File: src/rtl/joystick_scanner_if.sv
// joystick_scanner_if: enable/chain/result signals between the scanner and its environment
interface joystick_scanner_if #(
  parameter int W = 16
);
  logic         enable;
  logic         joy_clk;
  logic         joy_load;
  logic         joy_data;
  logic         joy_sel;
  logic [W-1:0] joy_out;
  logic         scan_done;
  modport master (
    input  enable, joy_data,
    output joy_clk, joy_load, joy_sel, joy_out, scan_done
  );
  modport slave (
    output enable, joy_data,
    input  joy_clk, joy_load, joy_sel, joy_out, scan_done
  );
endinterface

File: src/rtl/joystick_scanner.sv
// joystick_scanner: scans a 74HC165 joystick chain (optionally two select phases) and debounces whole scans
module joystick_scanner #(
  parameter int NUM_PORTS      = 2,
  parameter int BITS_PER_PORT  = 8,
  parameter int SELECT_PHASES  = 1,
  parameter int CLK_DIV        = 16,
  parameter int DEBOUNCE_SCANS = 2
) (
  input  logic clk,
  input  logic reset_n,
  joystick_scanner_if.master bus
);
  localparam int NB = NUM_PORTS * BITS_PER_PORT;
  localparam int W  = NB * SELECT_PHASES;
  localparam int CW = $clog2(CLK_DIV);
  localparam int BW = $clog2(NB);
  localparam int PW = $clog2(SELECT_PHASES + 1);
  localparam int SW = $clog2(DEBOUNCE_SCANS + 1);
  localparam int IW = $clog2(W);

  typedef enum logic [2:0] {IDLE, SETTLE, LOAD, SHIFT_LO, SHIFT_HI, COMMIT} state_t;

  logic [1:0]    sync_q;
  logic          rst_n;
  state_t        state_q, state_d;
  logic [CW-1:0] cnt_q, cnt_d;
  logic [BW-1:0] bit_q, bit_d;
  logic [PW-1:0] phase_q, phase_d;
  logic          sel_q, sel_d;
  logic [W-1:0]  raw_q, raw_d, prev_q, prev_d, out_q, out_d;
  logic [SW-1:0] stable_q, stable_d;
  logic [IW-1:0] idx;
  logic          cnt_end, bit_last, phase_last, stable_full;

  // Reset asserts immediately but releases two clocks after reset_n rises
  always_ff @(posedge clk or negedge reset_n)
    if (!reset_n) sync_q <= 2'b00;
    else sync_q <= {sync_q[0], 1'b1};
  assign rst_n = sync_q[1];

  assign cnt_end     = int'(cnt_q) == CLK_DIV - 1;
  assign bit_last    = int'(bit_q) == NB - 1;
  assign phase_last  = int'(phase_q) == SELECT_PHASES - 1;
  assign stable_full = int'(stable_q) == DEBOUNCE_SCANS;
  assign idx         = IW'(phase_q) * IW'(NB) + IW'(bit_q);

  always_comb begin
    state_d  = state_q;
    cnt_d    = cnt_end ? '0 : cnt_q + 1'b1;
    bit_d    = bit_q;
    phase_d  = phase_q;
    sel_d    = sel_q;
    raw_d    = raw_q;
    prev_d   = prev_q;
    stable_d = stable_q;
    out_d    = out_q;
    case (state_q)
      IDLE: begin
        cnt_d = '0;
        if (bus.enable) begin
          sel_d   = 1'b1;
          bit_d   = '0;
          phase_d = '0;
          state_d = SETTLE;
        end
      end
      SETTLE: if (cnt_end) state_d = LOAD;
      LOAD: if (cnt_end) state_d = SHIFT_LO;
      SHIFT_LO: if (cnt_end) begin
        raw_d[idx] = bus.joy_data;
        state_d    = SHIFT_HI;
      end
      SHIFT_HI: if (cnt_end) begin
        if (!bit_last) begin
          bit_d   = bit_q + 1'b1;
          state_d = SHIFT_LO;
        end else if (!phase_last) begin
          bit_d   = '0;
          phase_d = phase_q + 1'b1;
          sel_d   = 1'b0;
          state_d = SETTLE;
        end else begin
          sel_d   = 1'b1;
          state_d = COMMIT;
        end
      end
      COMMIT: begin
        cnt_d    = '0;
        sel_d    = 1'b1;
        bit_d    = '0;
        phase_d  = '0;
        stable_d = raw_q != prev_q ? SW'(1) : stable_full ? stable_q : stable_q + 1'b1;
        prev_d   = raw_q;
        out_d    = stable_d == SW'(DEBOUNCE_SCANS) ? raw_q : out_q;
        state_d  = bus.enable ? SETTLE : IDLE;
      end
      default: state_d = IDLE;
    endcase
  end

  always_ff @(posedge clk or negedge rst_n)
    if (!rst_n) begin
      state_q  <= IDLE;
      cnt_q    <= '0;
      bit_q    <= '0;
      phase_q  <= '0;
      sel_q    <= 1'b1;
      raw_q    <= '1;
      prev_q   <= '1;
      stable_q <= '0;
      out_q    <= '1;
    end else begin
      state_q  <= state_d;
      cnt_q    <= cnt_d;
      bit_q    <= bit_d;
      phase_q  <= phase_d;
      sel_q    <= sel_d;
      raw_q    <= raw_d;
      prev_q   <= prev_d;
      stable_q <= stable_d;
      out_q    <= out_d;
    end

  assign bus.joy_clk   = state_q == SHIFT_HI;
  assign bus.joy_load  = state_q != LOAD;
  assign bus.joy_sel   = sel_q;
  assign bus.joy_out   = out_q;
  assign bus.scan_done = state_q == COMMIT;
endmodule

File: src/flat_wrapper.sv
// flat-port wrapper written by rule: the top's interface ports become plain ports
module joystick_scanner_flat 
#(
  parameter int NUM_PORTS      = 2,
  parameter int BITS_PER_PORT  = 8,
  parameter int SELECT_PHASES  = 1,
  parameter int CLK_DIV        = 16,
  parameter int DEBOUNCE_SCANS = 2
)
  (clk, reset_n, bus_enable, bus_joy_data, bus_joy_clk, bus_joy_load, bus_joy_sel, bus_joy_out, bus_scan_done);
  joystick_scanner_if #(.W(16)) bus_i ();
  input  logic clk;
  input  logic reset_n;
  input wire logic [$bits(bus_i.enable)-1:0] bus_enable;
  input wire logic [$bits(bus_i.joy_data)-1:0] bus_joy_data;
  output wire logic [$bits(bus_i.joy_clk)-1:0] bus_joy_clk;
  output wire logic [$bits(bus_i.joy_load)-1:0] bus_joy_load;
  output wire logic [$bits(bus_i.joy_sel)-1:0] bus_joy_sel;
  output wire logic [$bits(bus_i.joy_out)-1:0] bus_joy_out;
  output wire logic [$bits(bus_i.scan_done)-1:0] bus_scan_done;
  assign bus_i.enable = bus_enable;
  assign bus_i.joy_data = bus_joy_data;
  assign bus_joy_clk = bus_i.joy_clk;
  assign bus_joy_load = bus_i.joy_load;
  assign bus_joy_sel = bus_i.joy_sel;
  assign bus_joy_out = bus_i.joy_out;
  assign bus_scan_done = bus_i.scan_done;
  joystick_scanner #(.NUM_PORTS(NUM_PORTS), .BITS_PER_PORT(BITS_PER_PORT), .SELECT_PHASES(SELECT_PHASES), .CLK_DIV(CLK_DIV), .DEBOUNCE_SCANS(DEBOUNCE_SCANS)) u_core (.clk(clk), .reset_n(reset_n), .bus(bus_i));
endmodule
File: config.mk
export PLATFORM = sky130hd
export DESIGN_NAME = joystick_scanner_flat
export DESIGN_NICKNAME = d
export VERILOG_FILES = /design/src/rtl/joystick_scanner_if.sv /design/src/rtl/joystick_scanner.sv /design/src/flat_wrapper.sv
export SDC_FILE = /design/constraint.sdc
export NUM_CORES = 1
export LEC_CHECK = 0
export ABC_AREA = 0
export BUFFER_PORTS_ARGS = -buffer_cell sky130_fd_sc_hd__buf_2
export CAP_MARGIN = 10
export CORE_MARGIN = 5
export CORE_UTILIZATION = 53
export CTS_CLUSTER_SIZE = 30
export DETAILED_ROUTE_END_ITERATION = 16
export GPL_ROUTABILITY_DRIVEN = 1
export GPL_TIMING_DRIVEN = 1
export HOLD_SLACK_MARGIN = 0.15
export PLACE_DENSITY_LB_ADDON = 0.3
export SYNTH_ARGS = -nofsm -noshare
export SYNTH_HDL_FRONTEND = slang
export SYNTH_SLANG_ARGS = --single-unit
File: constraint.sdc
create_clock -name clk -period 1.84 [get_ports clk]
set_clock_uncertainty 0.05 [all_clocks]
set_input_delay 0.368 -clock clk [delete_from_list [all_inputs] [get_ports clk]]
set_output_delay 0.368 -clock clk [all_outputs]
set_load 0.01 [all_outputs]
---- Word-level counts from Yosys, hierarchy flattened ----
Cells that the tools add are included.
word-level totals
  register bits ........................... 65
  input bits .............................. 4
  output and inout bits ................... 20
  logic and storage cells ................. 74
cells by class
  eq/ne operators ......................... 18
  mux-type cells .......................... 31
  magnitude comparators ................... 2
  add/sub/neg operators ................... 4
  reduce and logical (&&, ||, !) cells .... 9
operators by type and width
  kind                                                        number
  two-way mux 4 bit                                           6
  two-way mux 3 bit                                           7
  one-hot mux 3 bit (6 select lines)                          1
  bitwise mux 16 bit                                          1
  != test 16 bit                                              1
  one-hot mux 4 bit (3 select lines)                          1
  two-way mux 1 bit                                           10
  != test 2 x 1 -> 1 bit, second input constant               5
  adder 4 x 1 -> 4 bit, second input constant                 2
  equality test 4 x 1 -> 1 bit, second input constant         2
  AND reduction 4 bit                                         2
  equality test 3 x 2 -> 1 bit, second input constant         2
  equality test 3 bit, second input constant                  2
  != test 3 x 2 -> 1 bit, second input constant               2
  one-hot mux 1 bit (3 select lines)                          2
  less-than comparator 4 x 5 -> 1 bit, second input constant  1
  AND reduction 5 bit                                         1
  demux 1 bit (select 4 bit)                                  1
  equality test 2 bit, second input constant                  2
  >= comparator 4 x 1 -> 1 bit, second input constant         1
  two-way mux 2 bit                                           2
  AND reduction 2 bit                                         2
  equality test 3 x 1 -> 1 bit, second input constant         1
  logical NOT 3 bit                                           1
  other kinds (6)                                             6

---- Longest topological paths before layout ----
Gate-level depths: netlist (run 1).
  word-level depth ........................ 5
  mapped depth ............................ 7

---- Worst setup path before layout (run 1) ----
No wires, ideal clock.
  path type ............................... reg-to-reg
  start point ............................. register u_core.raw_q[14]
  end point ............................... register u_core.out_q[10], in the netlist u_core.bus.joy_out[10]
  data arrival time ....................... 1787 ps
  stages on the path, launching flop included .. 7
  period minus slack after synthesis ...... 1919 ps
  setup slack ............................. -79 ps
  buffers on the path ..................... 1
  path through ............................ dfstp_2 > xnor2_1 > nand4_1 > nor4_4 > nand3_4 > buf_6 > mux2_4
between the ends
  cells in the longest elaborated chain, start to end .. 4
ends and longest elaborated chain
  what                                  RTL line                 RTL
  from (decl)                           joystick_scanner.sv:30   logic [W-1:0] raw_q, raw_d, prev_q, prev_d, out_q, out_d;
  from (signal assigned)                joystick_scanner.sv:118  raw_q <= raw_d;
  != test 16 bit                        joystick_scanner.sv:92   stable_d = raw_q != prev_q ? SW'(1) : stable_full ? stable_q : stable_q + 1'b1;
  two-way mux 2 bit                     joystick_scanner.sv:92
  equality test 2 bit                   joystick_scanner.sv:94   out_d = stable_d == SW'(DEBOUNCE_SCANS) ? raw_q : out_q;
  AND reduction 2 bit (no source line)  --
  to (signal assigned)                  joystick_scanner.sv:121  out_q <= out_d;
  to (decl)                             joystick_scanner.sv:30
Every way passes these cells.
A chain may end at the register's enable or synchronous reset.

---- Worst setup path in the final report (run 1) ----
  start point ............................. register u_core.prev_q[5]
  end point ............................... register u_core.out_q[9], in the netlist u_core.bus.joy_out[9]
between the ends
  cells in the longest elaborated chain, start to end .. 4
ends and longest elaborated chain
  what                                  RTL line                 RTL
  from (decl)                           joystick_scanner.sv:30
  from (signal assigned)                joystick_scanner.sv:119  prev_q <= prev_d;
  != test 16 bit                        joystick_scanner.sv:92
  two-way mux 2 bit                     joystick_scanner.sv:92
  equality test 2 bit                   joystick_scanner.sv:94
  AND reduction 2 bit (no source line)  --
Every way passes these cells.

==> results_dict.tcl, run 1 <==
set metrics [dict create \
    timing.fmax_mhz 519 \
    cpMaxStageDelayCell "dfstp_2" \
    num_rows 27 \
    min_period_over_period_pct 105 \
    port_buffers 22 \
    hold_path.class "flop to async pin" \
    min_period_ns 1.93 \
    cts.sinks 63 \
    clk_pin_slew_ns 0.07 \
    drc_errors 0 \
    pin_count 24 \
    postSynthCellCount 226 \
    antenna-diode-count 0 \
    place_congestion 0.780 \
    status "finished with violations" \
    nets 300 \
    cts_htree_levels 3 \
    path_max_fanout 11 \
    insertion_delay_ns 0.34 \
    crit_arrival_ns 2.13 \
    reg2reg_slack_ns -0.09 \
    die_h_um 85.0 \
    drt_pass1_iterations 4 \
    placed_area_um2 3380 \
    critPathRequiredTime_ns 2.05 \
    p_per_area_nw_per_um2 1150 \
    violations "setup timing" \
    track_usage_pct 16.8 \
    slowest_delay_ns 0.56 \
    fin_area_um2 3680 \
    grt_max_degree 41 \
    die_width_um 85.0 \
    num_vias 1924 \
    syn_area_um2 2980 \
    yosysUniqueCellTypes 37 \
    drive_gt1_share_pct 61.7 \
    power_w 0.00422 \
    worstSetupPathDepth 6 \
    crit_path_start_kind "flop" \
    drt-total-wl_um 5580 \
    reg2reg_from "u_core.prev_q[5]" \
    start_util_pct 54.5 \
    syn2layout_area_growth_pct 23.4 \
    yosysWarnings 0 \
    finalSetupViolations 16 \
    crit_type "flop to flop" \
    wire_per_inst_um 15.2 \
    r2r_end "u_core.bus.joy_out[9]" \
    avgViaCountPerCell 5.24 \
    cts_root_buffer "clkbuf_8" \
    clk_path_buf_depth 2 \
    first_iter_violations 71 \
    crit_path_end_kind "flop" \
    syn-mean-instance-area_um2 13.2 \
    ant_nets 0 \
    antenna_found_initial 0 \
    dp_slack_ns -0.0758 \
    core-area_um2 5470 \
    max_slew.worst_pin.slew_ns 0.503 \
    grt_pass1_vias 1988 \
    path_cells "xnor2_2 > nand4_1 > nor4_4 > nand3_4 > buf_12 > mux2_4" \
    peakVddDrop_v 0.000882 \
    rsz0062_at_grt "yes" \
    overflow 0 \
    maxCapViolations 0 \
    setup_ws_ns -0.0867 \
    dieArea_um2 7230 \
    critPathTopFamily "simple AND/OR/NAND/NOR gates" \
    grt_pass1_wl_um 9430 \
    numCtsBuffers 9 \
    synth_seq_area_share_pct 54.9 \
    dp.final_hpwl_um 3840 \
    drv_slew 0 \
    ys_ff_latch 63 \
    cts_tree "yes" \
    p_leak_nw 1.63 \
    hold_viol 0 \
    critPathBufInv 1 \
    slew_headroom_pct 66.4 \
    reg2reg_depth 6 \
    finalCoreUtilization_pct 67.3 \
]
[sequential cells by signal (all words and copies together), names as in the netlist]
signal,count
u_core.state_q,3
u_core.bus.joy_out,16
u_core.prev_q,16
u_core.sync_q,2
u_core.raw_q,16
u_core.cnt_q,4
u_core.stable_q,2
u_core.bit_q,4
[worst max-delay path by stage]
stage / start / endpoint / slack, ns
after floorplan: u_core.raw_q[4] / u_core.bus.joy_out[10] / -0.08
after global placement: u_core.raw_q[15] / u_core.bus.joy_out[10] / -0.04
after detailed placement: u_core.prev_q[0] / u_core.bus.joy_out[12] / -0.08
after CTS: u_core.prev_q[5] / u_core.bus.joy_out[9] / -0.09
after global routing: u_core.prev_q[5] / u_core.bus.joy_out[9] / -0.18
final: u_core.prev_q[5] / u_core.bus.joy_out[9] / -0.09
[synthesized netlist by cell type, drive strengths merged]
cell type | instances | area (µm²)
dfstp | 48 | 1260
mux2 | 48 | 578
nand3 | 22 | 123
xnor2 | 20 | 175
dfrtp | 15 | 375
nor2 | 9 | 33.8
buf | 7 | 46.3
a21oi | 6 | 30.0
ha | 6 | 75.1
nand2 | 6 | 25.0
inv | 5 | 18.8
nor2b | 5 | 31.3
nand4 | 4 | 25.0
a21o | 3 | 22.5
o21ai | 3 | 15.0
and2 | 2 | 12.5
clkbuf | 2 | 7.51
nor3 | 2 | 15.0
a211o | 1 | 8.76
a211oi | 1 | 7.51
a22oi | 1 | 7.51
a311oi | 1 | 8.76
a31oi | 1 | 6.26
a32o | 1 | 10.0
and2b | 1 | 7.51
and3 | 1 | 6.26
conb | 1 | 3.75
nand2b | 1 | 6.26
nor4 | 1 | 21.3
o21ba | 1 | 10.0
xor2 | 1 | 8.76
[layer usage]
layer	track usage, %	vias up	wire length, µm
met5	0	-	0
met4	6.47	0	93
met3	4.37	11	208
met2	28.0	38	2760
met1	20.8	957	2520
li1	-	918	-
[worst register-to-register path: stages (launching register included)]
cell,delay (ns)
dfstp_2,0.56
xnor2_2,0.12
nand4_1,0.16
nor4_4,0.37
nand3_4,0.13
buf_12,0.17
mux2_4,0.30
[area by class of cell]
class	instances	area (µm²)
fill	438	1790
sequential	63	1640
multi-input combinational	150	1310
timing repair buffer	61	449
clock buffer	13	159
tap	72	90.1
inverter	5	18.8
clock inverter	3	17.5
[where the power goes]
group / leakage, nW / total [W] / switching, W / internal (W)
Clock: 0.0894 / 0.00107 / 0.000512 / 0.000559
Combinational: 0.866 / 0.00109 / 0.000491 / 0.000595
Sequential: 0.678 / 0.00207 / 0.000239 / 0.00183
[metrics by stage]
stage                     hold slack (ns)  std cells  setup TNS, ns
final                               0.196        367          -1.09
after global routing                0.240        367          -2.51
after CTS                           0.210        358          -1.12
after detailed placement            0.106        341          -1.05
after global placement              0.104        341         -0.595
after floorplan                    0.0224        227         -0.768
[layout by cell type (no fill, tap or decap), drive strengths merged, types with 2 or more instances in the layout]
cell type	Yosys	final
a21o	3	3
a21oi	6	6
and2	2	2
buf	7	60
clkbuf	2	13
clkinv	0	2
conb	1	2
dfrtp	15	15
dfstp	48	48
ha	6	6
inv	5	5
mux2	48	48
nand2	6	6
nand3	22	22
nand4	4	4
nor2	9	9
nor2b	5	5
nor3	2	2
o21ai	3	3
xnor2	20	20
[kinds of logic (layout without fill, tap and decap cells)]
family | count (synthesis) | in the layout | synth area share, %
XOR/XNOR | 21 | 21 | 6.17
flip-flops | 63 | 63 | 54.9
adder cells (fa/ha/maj) | 6 | 6 | 2.52
AND/OR/NAND/NOR | 54 | 54 | 10.3
multiplexers | 48 | 48 | 19.4
other | 1 | 2 | 0.126
buffers and inverters | 14 | 82 | 2.43
AO/OA/AOI/OAI | 19 | 19 | 4.24
[timing repair]
item,CTS,global route
resized for setup,8,4
cloned,0,0
hold endpoints to repair,2,0
buffers inserted,0,9
pin swaps,1,2
endpoints found under the setup margin,17,34
hold buffers,1,0
Power figures use the tool's default switching activity.
==> inputs of run 2 (changes only) <==
--- a/config.mk
+++ b/config.mk
@@ -6,9 +6,8 @@
 export NUM_CORES = 1
 export LEC_CHECK = 0
 export ABC_AREA = 0
-export BUFFER_PORTS_ARGS = -buffer_cell sky130_fd_sc_hd__buf_2
+export BUFFER_PORTS_ARGS = -buffer_cell sky130_fd_sc_hd__buf_4
 export CAP_MARGIN = 10
-export CORE_MARGIN = 5
 export CORE_UTILIZATION = 53
 export CTS_CLUSTER_SIZE = 30
 export DETAILED_ROUTE_END_ITERATION = 16
@@ -16,6 +15,7 @@
 export GPL_TIMING_DRIVEN = 1
 export HOLD_SLACK_MARGIN = 0.15
 export PLACE_DENSITY_LB_ADDON = 0.3
+export SKIP_LAST_GASP = 1
 export SYNTH_ARGS = -nofsm -noshare
 export SYNTH_HDL_FRONTEND = slang
 export SYNTH_SLANG_ARGS = --single-unit
==> results_dict.tcl, run 2 (synthesis gave the netlist of run 1 again) <==
set metrics [dict create \
    core-area_um2 5270 \
    numCtsBuffers 9 \
    grt_max_degree 40 \
    min_period_ns 1.91 \
    min_period_over_period_pct 104 \
    holdWs_ns 0.202 \
    timing.fmax_mhz 522 \
    placedCellCount 339 \
    avgViaCountPerCell 5.24 \
    start_util_pct 56.6 \
    final_cells 360 \
    cts_root_buffer "clkbuf_8" \
    grt_pass1_wl_um 9440 \
    track_usage_pct 21.3 \
    layout_commonest_cell "buf_4" \
    grtUsageMet1_pct 26.7 \
    finalSetupViolations 16 \
    status "finished with violations" \
    clk_path_buf_depth 2 \
    antenna_found_initial 0 \
    dp.final_hpwl_um 4020 \
    wire_per_inst_um 15.4 \
    grt_pass1_vias 1951 \
    drt_pass1_iterations 4 \
    clk_pin_slew_ns 0.06 \
    grt_use_met2_pct 34.5 \
    setup_ws_ns -0.0743 \
    placed_area_um2 3420 \
    power_w 0.00432 \
    layout_common_cells "buf_4, dfstp_2, mux2_2" \
    crit_path_start_kind "flop" \
    p_per_area_nw_per_um2 1160 \
    violations "setup timing" \
    die_width_um 77.0 \
    num_rows 26 \
    hold_viol 0 \
    crit_arrival_ns 2.13 \
    ant_nets 0 \
    p_leak_nw 1.64 \
    pin_count 24 \
    overflow 0 \
    die_h_um 77.0 \
    fin_area_um2 3720 \
    critPathRequiredTime_ns 2.06 \
    dieArea_um2 5930 \
    drt-total-wl_um 5550 \
    num_vias 1887 \
    port_buffers 22 \
    place_congestion 0.752 \
    use_met3_pct 6.79 \
    crit_type "flop to flop" \
    maxCapViolations 0 \
    drv_slew 0 \
    cts.sinks 63 \
    first_iter_violations 61 \
    tns_ns -0.819 \
    drive_gt1_share_pct 62.1 \
    drc_errors 0 \
    crit_path_end_kind "flop" \
    cts_tree "yes" \
    hold_path.class "flop to async pin" \
    syn2layout_area_growth_pct 24.7 \
    antenna-diode-count 0 \
    insertion_delay_ns 0.34 \
    cts_htree_levels 3 \
    nets 295 \
    rsz0062_at_grt "yes" \
    grt.busiest_layer "met2" \
    peakVddDrop_v 0.000757 \
    path_max_fanout 10 \
]
-- run 2: metal layers --
metal  routed length, µm  vias to the layer above
met3                 196                        7
met1                2500                      937
met2                2780                       28
met5                   0                        -
met4                  80                        0
li1                    -                      915
-- run 2: power by group --
group / total (W) / internal [W] / switching (W) / leakage [nW]
registers: 0.00210 / 0.00183 / 0.000267 / 0.678
logic: 0.00109 / 0.000606 / 0.000481 / 0.862
clock network: 0.00113 / 0.000634 / 0.000497 / 0.0987
-- run 2: worst paths after layout --
path | to | start | slack, ns | cells after the start
min in group clk | u_core.sync_q[1] | u_core.sync_q[0] | 0.30 | 0
setup / recovery | u_core.bus.joy_out[8] | u_core.prev_q[9] | -0.07 | 6
setup reg to reg | u_core.bus.joy_out[8] | u_core.prev_q[9] | -0.07 | 6
hold reg to reg | u_core.state_q[1] | u_core.sync_q[1] | 0.20 | 1
max in group asynchronous | u_core.bus.joy_out[12] | u_core.sync_q[1] | 1.10 | 1
hold / removal | u_core.state_q[1] | u_core.sync_q[1] | 0.20 | 1
-- run 2: layout make-up --
type | count | area (µm²)
sequential | 63 | 1640
clock buffer | 14 | 183
fill | 382 | 1550
clock inverter | 2 | 12.5
inverter | 5 | 21.3
timing repair buffer | 56 | 454
multi-input combinational | 150 | 1320
tap | 70 | 87.6
-- run 2: worst max-delay path, cell delays in order, from the launching register on --
cell and delay (ns):
dfstp_2 0.56, xnor2_2 0.12, nand4_1 0.15, nor4_4 0.36
nand3_4 0.13, buf_12 0.17, mux2_4 0.29
-- run 2: repair_timing --
item,4_1_cts,5_1_grt
resized for setup,6,9
pin swaps,1,1
hold buffers,1,0
setup buffers,1,3
endpoints found under the setup margin,17,31
hold endpoints to repair,2,0
-- run 2: metrics by stage --
| step | setup slack (ns) | utilization (%) |
|---|---|---|
| detailed placement | -0.0782 | 64.8 |
| finish | -0.0743 | 70.6 |
| floorplan | -0.0768 | - |
| global placement | -0.0702 | 64.8 |
| CTS | -0.0755 | 69.5 |
| global route | -0.154 | 70.6 |
==> inputs of run 3 (changes only) <==
==> constraint.sdc (replaced) <==
create_clock -name clk -period 1.84 [get_ports clk]
set_clock_uncertainty 0.05 [all_clocks]
set_input_delay 0.092 -clock clk [delete_from_list [all_inputs] [get_ports clk]]
set_output_delay 0.092 -clock clk [all_outputs]
set_load 0.01 [all_outputs]
==> results_dict.tcl, run 3 (synthesis gave the netlist of run 1 again) <==
set metrics [dict create \
    status "finished with violations" \
    violations "setup timing" \
    clk_path_buf_depth 2 \
    power_switching_w 0.00123 \
    layout_commonest_cell "dfstp_2" \
    ant_nets 0 \
    min_period_over_period_pct 106 \
    fin_area_um2 3670 \
    port_buffers 22 \
    swShare_pct 29.0 \
    start_util_pct 56.6 \
    layout_common_cells "dfstp_2, buf_4, mux2_2" \
    crit_arrival_ns 2.16 \
    setup_ws_ns -0.102 \
    insertion_delay_ns 0.34 \
    avgViaCountPerCell 5.21 \
    syn2layout_area_growth_pct 23.1 \
    hold_path.class "flop to async pin" \
    place_congestion 0.766 \
    numCtsBuffers 9 \
    die_h_um 77.0 \
    path_max_fanout 10 \
    cts.sinks 63 \
    first_iter_violations 51 \
    timing.fmax_mhz 515 \
    min_period_ns 1.94 \
    peakVddDrop_v 0.000891 \
    finalSetupViolations 16 \
    wire_per_inst_um 15.1 \
    drt-total-wl_um 5410 \
    p_per_area_nw_per_um2 1150 \
    drc_errors 0 \
    grt_pass1_vias 1987 \
    antenna-diode-count 0 \
    grt_max_degree 40 \
    dieArea_um2 5930 \
    cpMaxStageDelayCell "dfstp_2" \
    num_vias 1859 \
    path_cells "xnor2_2 > nand4_1 > nor4_4 > nand3_4 > buf_12 > mux2_4" \
    critPathRequiredTime_ns 2.06 \
    core-area_um2 5270 \
    maxCapViolations 0 \
    clk_pin_slew_ns 0.07 \
    drv_slew 0 \
    crit_type "flop to flop" \
    hold_viol 0 \
    grt_pass1_wl_um 9340 \
    track_usage_pct 20.9 \
    crit_path_start_kind "flop" \
    pin_count 24 \
    drt_pass1_iterations 4 \
    cts_root_buffer "clkbuf_8" \
    antenna_found_initial 0 \
    drive_gt1_share_pct 59.2 \
    slowest_delay_ns 0.56 \
    cts_htree_levels 3 \
    dp.final_hpwl_um 3800 \
    cts_tree "yes" \
    pwr-share-seq_pct 49.6 \
    num_rows 26 \
    pwr-share-comb_pct 25.7 \
    dp_slack_ns -0.0593 \
    die_width_um 77.0 \
    pwr-share-clk_pct 24.7 \
    overflow 0 \
    crit_path_end_kind "flop" \
    nets 292 \
    internal_power_w 0.00300 \
    rsz0062_at_grt "yes" \
    p_leak_nw 1.62 \
    placed_area_um2 3400 \
]
-- run 3: cell count changes in the layout (fill, tap and decap cells not counted), sizes merged --
cell and change:
clkinvlp -1, buf -6, dlygate4sd3 +3, clkbuf +1
-- run 3: cell type report --
type                    instances  area, µm²
repair buffers                 53        428
multi-input cells             150       1330
inverters                       5       18.8
flip-flops and latches         63       1640
clock buffers                  15        166
clock inverters                 1       5.00
well taps                      70       87.6
fillers                       390       1600
-- run 3: worst paths after layout --
| path | from | endpoint | slack, ns | depth (start not counted) |
|---|---|---|---|---|
| setup reg to reg | u_core.prev_q[5] | u_core.bus.joy_out[8] | -0.10 | 6 |
| hold reg to reg | u_core.sync_q[1] | u_core.state_q[1] | 0.20 | 1 |
| min in group clk | u_core.sync_q[0] | u_core.sync_q[1] | 0.31 | 0 |
| hold / removal | u_core.sync_q[1] | u_core.state_q[1] | 0.20 | 1 |
| setup / recovery | u_core.prev_q[5] | u_core.bus.joy_out[8] | -0.10 | 6 |
| max in group asynchronous | reset_n | u_core.sync_q[1] | 1.06 | 3 |
-- run 3: routing by layer --
| layer | global-route usage [%] | wire length (µm) | vias to the layer above |
|---|---|---|---|
| li1 | - | - | 900 |
| met3 | 6.90 | 198 | 9 |
| met4 | 7.17 | 72 | 0 |
| met2 | 34.9 | 2680 | 27 |
| met5 | 0 | 0 | - |
| met1 | 25.3 | 2450 | 923 |
-- run 3: power by group through the flow --
stage | logic [W] | clock network (W) | registers [W]
floorplan | 0.000766 | 0 | 0.00205
global placement | 0.00100 | 0 | 0.00206
detailed placement | 0.00104 | 0 | 0.00208
CTS | 0.00109 | 0.00107 | 0.00209
global route | 0.00120 | 0.00113 | 0.00214
finish | 0.00109 | 0.00105 | 0.00210
-- run 3: per-stage QoR --
| step | hold WS (ns) | cells | total power [W] | utilization (%) | setup TNS, ns |
|---|---|---|---|---|---|
| global placement | -0.176 | 337 | 0.00307 | 64.6 | -1.02 |
| detailed placement | -0.175 | 337 | 0.00312 | 64.6 | -0.812 |
| floorplan | -0.254 | 227 | 0.00281 | - | -0.768 |
| finish | 0.197 | 357 | 0.00423 | 69.7 | -1.26 |
| global route | 0.239 | 357 | 0.00448 | 69.7 | -2.60 |
| CTS | 0.205 | 358 | 0.00425 | 69.3 | -0.734 |
-- run 3: worst max-delay path: cells and delay by family, from the launching register on --
kind / cells / cell delay, ns
flip-flops: 1 / 0.56
multiplexers: 1 / 0.29
buffers and inverters: 1 / 0.17
XOR/XNOR: 1 / 0.12
AND/OR/NAND/NOR: 3 / 0.66
-- run 3: repair_timing --
item	CTS	global route
endpoints found under the hold margin	19	0
endpoints found under the setup margin	16	18
buffers inserted	1	0
gates resized for setup	5	5
hold buffers	4	0
